[src/rtl/alu_exec_stage_if.sv]
// Handshake/operand bundle between the ID/EX operand latch, the ALU
// execute stage and the EX/MEM boundary.
interface alu_exec_stage_if #(parameter int XLEN = 32);
  logic            in_valid;
  logic            in_ready;
  logic [2:0]      alu_control;
  logic [XLEN-1:0] src_a;
  logic [XLEN-1:0] src_b;
  logic [4:0]      rd_in;
  logic            flush;
  logic            out_valid;
  logic            out_ready;
  logic [XLEN-1:0] result;
  logic            zero;
  logic [4:0]      rd_out;
  logic            illegal_op;

  // The execute stage itself.
  modport slave (
    input  in_valid, alu_control, src_a, src_b, rd_in, flush, out_ready,
    output in_ready, out_valid, result, zero, rd_out, illegal_op
  );

  // Whoever drives operations in and takes results out.
  modport master (
    output in_valid, alu_control, src_a, src_b, rd_in, flush, out_ready,
    input  in_ready, out_valid, result, zero, rd_out, illegal_op
  );
endinterface

[src/rtl/alu_exec_stage.sv]
// ALU execute stage: decodes the 3-bit ALUControl code, computes on two
// XLEN operands and registers the result behind a valid/ready handshake.
// A one-entry skid buffer (S) behind the output register (R) lets in_ready
// come purely from registered state, so downstream stalls never lose work.
module alu_exec_stage #(
  parameter int XLEN = 32
) (
  input  logic              clk,
  input  logic              rst_n,
  alu_exec_stage_if.slave   bus
);

  typedef struct packed {
    logic [XLEN-1:0] result;
    logic            zero;
    logic [4:0]      rd;
    logic            illegal;
  } res_t;

  res_t            r_q, s_q, nxt;
  logic            r_vld, s_vld;
  logic [XLEN-1:0] op_res;
  logic            op_ill;
  logic            accept, drain;

  assign bus.in_ready = !s_vld;
  assign accept       = bus.in_valid && !s_vld;
  assign drain        = r_vld && bus.out_ready;

  // Operation decode and compute; reserved codes produce 0 and flag illegal.
  always_comb begin
    op_res = '0;
    op_ill = 1'b0;
    case (bus.alu_control)
      3'b000:  op_res = bus.src_a + bus.src_b;
      3'b001:  op_res = bus.src_a - bus.src_b;
      3'b010:  op_res = bus.src_a & bus.src_b;
      3'b011:  op_res = bus.src_a | bus.src_b;
      3'b101:  op_res = {{(XLEN-1){1'b0}}, ($signed(bus.src_a) < $signed(bus.src_b))};
      3'b111:  op_res = '0;
      default: op_ill = 1'b1;
    endcase
    nxt = '{result: op_res, zero: (op_res == '0), rd: bus.rd_in, illegal: op_ill};
  end

  // R/S elastic storage; data fields only move on a load so a stalled
  // output stays stable and an emptied R keeps its last value.
  always_ff @(posedge clk or negedge rst_n) begin
    if (!rst_n) begin
      r_vld <= 1'b0;
      s_vld <= 1'b0;
      r_q   <= '0;
      s_q   <= '0;
    end else if (bus.flush) begin
      r_vld <= 1'b0;
      s_vld <= 1'b0;
    end else if (drain && s_vld) begin
      r_q   <= s_q;
      s_vld <= 1'b0;
    end else if ((drain || !r_vld) && accept) begin
      r_q   <= nxt;
      r_vld <= 1'b1;
    end else if (r_vld && !bus.out_ready && accept) begin
      s_q   <= nxt;
      s_vld <= 1'b1;
    end else if (drain) begin
      r_vld <= 1'b0;
    end
  end

  assign bus.out_valid  = r_vld;
  assign bus.result     = r_q.result;
  assign bus.zero       = r_q.zero;
  assign bus.rd_out     = r_q.rd;
  assign bus.illegal_op = r_q.illegal;

endmodule

[src/flat_wrapper.sv]
// flat-port wrapper written by rule: the top's interface ports become plain ports
module alu_exec_stage_flat 
#(
  parameter int XLEN = 32
)
  (clk, rst_n, bus_in_valid, bus_alu_control, bus_src_a, bus_src_b, bus_rd_in, bus_flush, bus_out_ready, bus_in_ready, bus_out_valid, bus_result, bus_zero, bus_rd_out, bus_illegal_op);
  alu_exec_stage_if #(.XLEN(XLEN)) bus_i ();
  input  logic clk;
  input  logic rst_n;
  input wire logic [$bits(bus_i.in_valid)-1:0] bus_in_valid;
  input wire logic [$bits(bus_i.alu_control)-1:0] bus_alu_control;
  input wire logic [$bits(bus_i.src_a)-1:0] bus_src_a;
  input wire logic [$bits(bus_i.src_b)-1:0] bus_src_b;
  input wire logic [$bits(bus_i.rd_in)-1:0] bus_rd_in;
  input wire logic [$bits(bus_i.flush)-1:0] bus_flush;
  input wire logic [$bits(bus_i.out_ready)-1:0] bus_out_ready;
  output wire logic [$bits(bus_i.in_ready)-1:0] bus_in_ready;
  output wire logic [$bits(bus_i.out_valid)-1:0] bus_out_valid;
  output wire logic [$bits(bus_i.result)-1:0] bus_result;
  output wire logic [$bits(bus_i.zero)-1:0] bus_zero;
  output wire logic [$bits(bus_i.rd_out)-1:0] bus_rd_out;
  output wire logic [$bits(bus_i.illegal_op)-1:0] bus_illegal_op;
  assign bus_i.in_valid = bus_in_valid;
  assign bus_i.alu_control = bus_alu_control;
  assign bus_i.src_a = bus_src_a;
  assign bus_i.src_b = bus_src_b;
  assign bus_i.rd_in = bus_rd_in;
  assign bus_i.flush = bus_flush;
  assign bus_i.out_ready = bus_out_ready;
  assign bus_in_ready = bus_i.in_ready;
  assign bus_out_valid = bus_i.out_valid;
  assign bus_result = bus_i.result;
  assign bus_zero = bus_i.zero;
  assign bus_rd_out = bus_i.rd_out;
  assign bus_illegal_op = bus_i.illegal_op;
  alu_exec_stage #(.XLEN(XLEN)) u_core (.clk(clk), .rst_n(rst_n), .bus(bus_i));
endmodule
[config.mk]
export PLATFORM = sky130hd
export DESIGN_NAME = alu_exec_stage_flat
export DESIGN_NICKNAME = d
export VERILOG_FILES = /design/src/rtl/alu_exec_stage_if.sv /design/src/rtl/alu_exec_stage.sv /design/src/flat_wrapper.sv
export SDC_FILE = /design/constraint.sdc
export NUM_CORES = 1
export LEC_CHECK = 0
export ABC_AREA = 1
export BUFFER_PORTS_ARGS = -buffer_cell sky130_fd_sc_hd__buf_4
export CAP_MARGIN = 20
export CORE_MARGIN = 2
export CORE_UTILIZATION = 55
export CTS_CLUSTER_SIZE = 24
export DETAILED_ROUTE_END_ITERATION = 16
export GPL_TIMING_DRIVEN = 0
export PLACE_DENSITY_LB_ADDON = 0.15
export SETUP_SLACK_MARGIN = 0.3
export SLEW_MARGIN = 10
export SYNTH_ARGS = -nofsm -noshare
export SYNTH_HDL_FRONTEND = slang
export SYNTH_SLANG_ARGS = --single-unit
[constraint.sdc]
create_clock -name clk -period 1.5 [get_ports clk]
set_input_delay 0.15 -clock clk [delete_from_list [all_inputs] [get_ports clk]]
set_output_delay 0.15 -clock clk [all_outputs]
set_load 0.01 [all_outputs]
==> flow_metrics.py, run 1 <==
metrics = {
    "synthesis": {
        "synth_edf_count": 0,
        "ys_seq_elements": 80,
        "yosysTopAreaCell": "nand2_1",
        "synth.top_cell.area_share_pct": 20.9,
        "synth_cells": 1687,
        "seq_area_frac_synth_pct": 20.8,
        "synth_area_um2": 9650,
        "synth_commonest_cells": "nand2_1, inv_1, nor2_1",
        "ys_types": 36,
        "synthFlopType": "dfrtp_1",
        "async_reset_ff_share_pct": 100,
        "yosysMostFrequentCell": "nand2_1",
        "synthTopCellsByArea": "nand2_1, dfrtp_1, ha_1, inv_1, nor2_1",
        "yosysWarnings": 0,
        "avgSynthCellArea_um2": 5.72,
        "syn-num-nets": 1874,
    },
    "placed_design": {
        "dp_cells": 2029,
        "pre_cts_slack_ns": -1.30,
        "gp_congestion": 1.02,
        "io_buffers": 117,
        "hpwlAfterDp_um": 27800,
    },
    "floorplan": {
        "die_h_um": 136,
        "fp.dieW_um": 136,
        "initial_utilization_pct": 56.0,
        "io_pins": 118,
        "rows": 48,
    },
    "global_routing": {
        "grt_max_degree": 81,
        "grt_overflow_total": 99,
        "grt_use_total_pct": 79.0,
    },
    "timing": {
        "grt-worst-endpoint": "u_core.bus.zero$_DFFE_PN0P_/D",
        "worst-ep-kind": "register input",
    },
    "cts": {
        "root_buffer": "clkbuf_16",
        "numCtsBuffers": 9,
        "cts_sinks": 80,
        "max-clock-path-buffers": 2,
        "htree_num_levels": 3,
    },
    "status": {
        "haltStage": "5_1_grt",
        "toolErrorMsg": "[ERROR GRT-0232] Routing congestion too high. Check the congestion heatmap in the GUI.",
        "status": "aborted with a tool error",
    },
}
==> logic make-up after synthesis <==
logic type | synth area share [%]
compound gates | 12.2
xor+xnor | 0.182
fa+ha+maj | 14.4
buf+inv | 14.1
flops | 20.8
simple gates | 38.4
==> repair_timing <==
item | in CTS
resized for setup | 385
cloned | 5
setup endpoints to repair | 79
buffers inserted | 69
hold buffers | 0
pin swaps | 121
==> metal layers <==
metal / GRT overflow / GRT usage [%]
met1: 2 / 81.0
met5: 0 / 36.4
met2: 58 / 94.1
met4: 35 / 76.6
met3: 4 / 63.0
==> through the flow <==
stage               hold slack [ns]  instance area, um2
floorplan                    -0.146               10800
global placement              0.348               11900
detailed placement            0.355               11900
CTS                         0.00523               14200
==> inputs of run 2 (changes only) <==
- CORE_UTILIZATION: 55 -> 40
- CTS_CLUSTER_SIZE: 24 -> not set
- SETUP_SLACK_MARGIN: 0.3 -> not set
- clock period: 1.5 -> 1.95 ns (I/O delays scaled with it)
==> run 2 against run 1 <==
- the flow now finishes, with violations (negative setup slack)
- synthesized cell count is the same
- synthesized area is the same
==> flow_metrics.py, run 2 <==
metrics = {
    "status": {
        "status": "finished, violations left",
        "violations": "negative setup slack",
    },
    "synthesis": {
        "yosysWarnings": 0,
        "synthFlopType": "dfrtp_1",
        "ys_types": 36,
        "yosysTopAreaCell": "nand2_1",
        "avgSynthCellArea_um2": 5.72,
        "synth_area_um2": 9650,
        "synthTopCellsByArea": "nand2_1, dfrtp_1, ha_1, inv_1, nor2_1",
        "synth_cells": 1687,
        "synth.top_cell.area_share_pct": 20.9,
        "yosysMostFrequentCell": "nand2_1",
        "syn-num-nets": 1874,
        "async_reset_ff_share_pct": 100,
        "ys_seq_elements": 80,
        "seq_area_frac_synth_pct": 20.8,
        "synth_edf_count": 0,
        "synth_commonest_cells": "nand2_1, inv_1, nor2_1",
    },
    "critical_path": {
        "cp.arrival_ns": 2.39,
        "max_stage_delay_ns": 0.29,
        "startpoint_type": "input pin",
        "cp-end-kind": "flip-flop",
        "crit_required_ns": 2.20,
        "crit_chain": "buf_4 > inv_1 > ha_1 > buf_6 > inv_2 > nand2_4 > nand3b_1 > nand2_2 > nand2_2 > nand2_4 > nand2_2 > nand2_1 > nand2_1 > nand3_1 > nand3_4 > nor2_1 > nand2_1 > nor2_1 > nand4_1 > a21oi_1",
        "critical_path.max_fanout": 8,
        "critPathSlowestCell": "ha_1",
        "path_class": "input pin to flip-flop",
    },
    "placed_design": {
        "pre_cts_slack_ns": -1.03,
        "gp_congestion": 0.949,
        "io_buffers": 117,
        "placed_area_um2": 11200,
        "hpwlAfterDp_um": 27800,
    },
    "run": {
        "cap_viol_max_count": 0,
    },
    "detailed_routing": {
        "viasPerCell": 5.17,
        "drt_iter0_markers": 806,
        "first_pass_iters": 5,
        "via_count": 11500,
        "totalWireLength_um": 36000,
        "drc_errors": 0,
        "ant_nets": 0,
        "drt-wirelength-per-cell_um": 16.3,
    },
    "global_routing": {
        "grt_pass1_vias": 10700,
        "grt_overflow_total": 0,
        "grt_antenna_before_repair": 1,
        "grt_pass1_wl_um": 55300,
        "grt_use_total_pct": 27.1,
        "grt_max_degree": 81,
    },
    "floorplan": {
        "fp.dieW_um": 159,
        "die_h_um": 159,
        "core_area_um2": 23500,
        "io_pins": 118,
        "initial_utilization_pct": 41.0,
        "rows": 56,
        "dieArea_um2": 25400,
    },
    "timing": {
        "period_needed_ns": 2.14,
        "slew_viol_final": 0,
        "rsz0062_at_grt": "yes",
        "fin_hold_ws_ns": 0.0569,
        "relSlewSlack_pct": 61.4,
        "worst_slack_ns": -0.186,
        "tightest_slew_ns": 0.579,
        "skew_ns": 0.00742,
        "max_freq_mhz": 468,
        "hold_viol": 0,
        "timing.final.crit_share_pct": 110,
        "setup_viol": 7,
    },
    "finish": {
        "layout_common_cells": "nand2_1, inv_1, buf_4",
        "layout_commonest_cell": "nand2_1",
        "fin_area_um2": 14100,
        "antenna_cells": 0,
        "fillerInstances": 2336,
        "area_growth_syn_to_layout_pct": 45.8,
        "largest_register": "u_core.s_q",
        "drive_gt1_share_pct": 36.0,
        "largest_reg_flops": 39,
        "final_net_count": 2078,
    },
    "cts": {
        "worstSkewPairLatency_ns": 0.33,
        "cts_tree": "yes",
        "root_buffer": "clkbuf_16",
        "path_clk_slew_ns": 0.06,
        "cts_sinks": 80,
        "numCtsBuffers": 9,
        "htree_num_levels": 3,
        "max-clock-path-buffers": 2,
    },
    "pwr": {
        "power.density_nw_per_um2": 543,
        "total_power_mw": 7.63,
        "p_leak_nw": 7.48,
        "ir_drop_v": 0.000425,
    },
    "min_path": {
        "worstHoldPathType": "input pin to flip-flop",
    },
}
run 2: cell counts after synthesis:
Identical to the previous run, type by type.
run 2: area by class of cell:
type / instances / area [um2] / area share, %
clock buffer: 12 / 246 / 1.75
clock inverter: 4 / 20.0 / 0.142
tap: 319 / 399 / 2.84
timing repair buffer: 199 / 1590 / 11.3
multi-input combinational: 1254 / 8320 / 59.2
inverter: 302 / 1190 / 8.48
sequential: 80 / 2000 / 14.2
buffer: 45 / 298 / 2.12
run 2: layer usage:
metal	vias up	share of wire [%]	track usage, %
met1	5410	46	37.7
li1	5644	-	-
met5	-	0	0
met4	0	2.2	7.48
met3	58	5.5	2.53
met2	341	46	45.1
run 2: timing repair:
item,in CTS,in global routing
hold buffers,0,1
setup endpoints to repair,56,63
pin swaps,126,112
endpoints found under the hold margin,0,14
gates resized for setup,365,211
cloned,1,1
setup buffers,48,31
run 2: cells by family (layout without fill, tap and decap cells):
group,after synthesis,after routing,share of synthesized area (%)
compound gates,223,223,12.2
xor+xnor,2,2,0.182
fa+ha+maj,110,110,14.4
buf+inv,353,562,14.1
flops,80,80,20.8
simple gates,919,919,38.4
run 2: path summary, 6_finish.rpt:
check,start,end,slack [ns],cells after the start
worst max-delay path,bus_src_b[2],u_core.bus.zero,-0.19,20
worst min-delay path,bus_flush,u_core.s_vld,0.06,2
worst max register to register,u_core.bus.out_valid,u_core.bus.zero,0.17,11
worst min register to register,u_core.bus.result[5],u_core.bus.result[5],0.48,2
max in group asynchronous,rst_n,u_core.bus.result[26],1.09,3
min in group asynchronous,rst_n,u_core.bus.result[7],0.26,2
run 2: per-stage QoR:
stage               std cells  setup TNS [ns]  utilization [%]
finish                   2215          -0.617             59.7
global route             2215           -2.13             59.7
CTS                      2184          -0.229             55.7
detailed placement       2123          -32.02             47.6
global placement         2123          -32.35             47.6
floorplan                1687         -0.0994                -
run 2: critical path, delay by kind of cell:
kind | cells | cell delay (ns)
adder cells (fa/ha/maj) | 1 | 0.29
AO/OA/AOI/OAI | 1 | 0.16
AND/OR/NAND/NOR | 14 | 1.41
buffers and inverters | 4 | 0.31
run 2: where the power goes:
group	switching (mW)	internal, mW
Clock	0.632	0.888
Combinational	2.32	1.57
Sequential	0.198	2.02
Total	3.15	4.48
No activity file was read; power rests on OpenSTA's default activity.
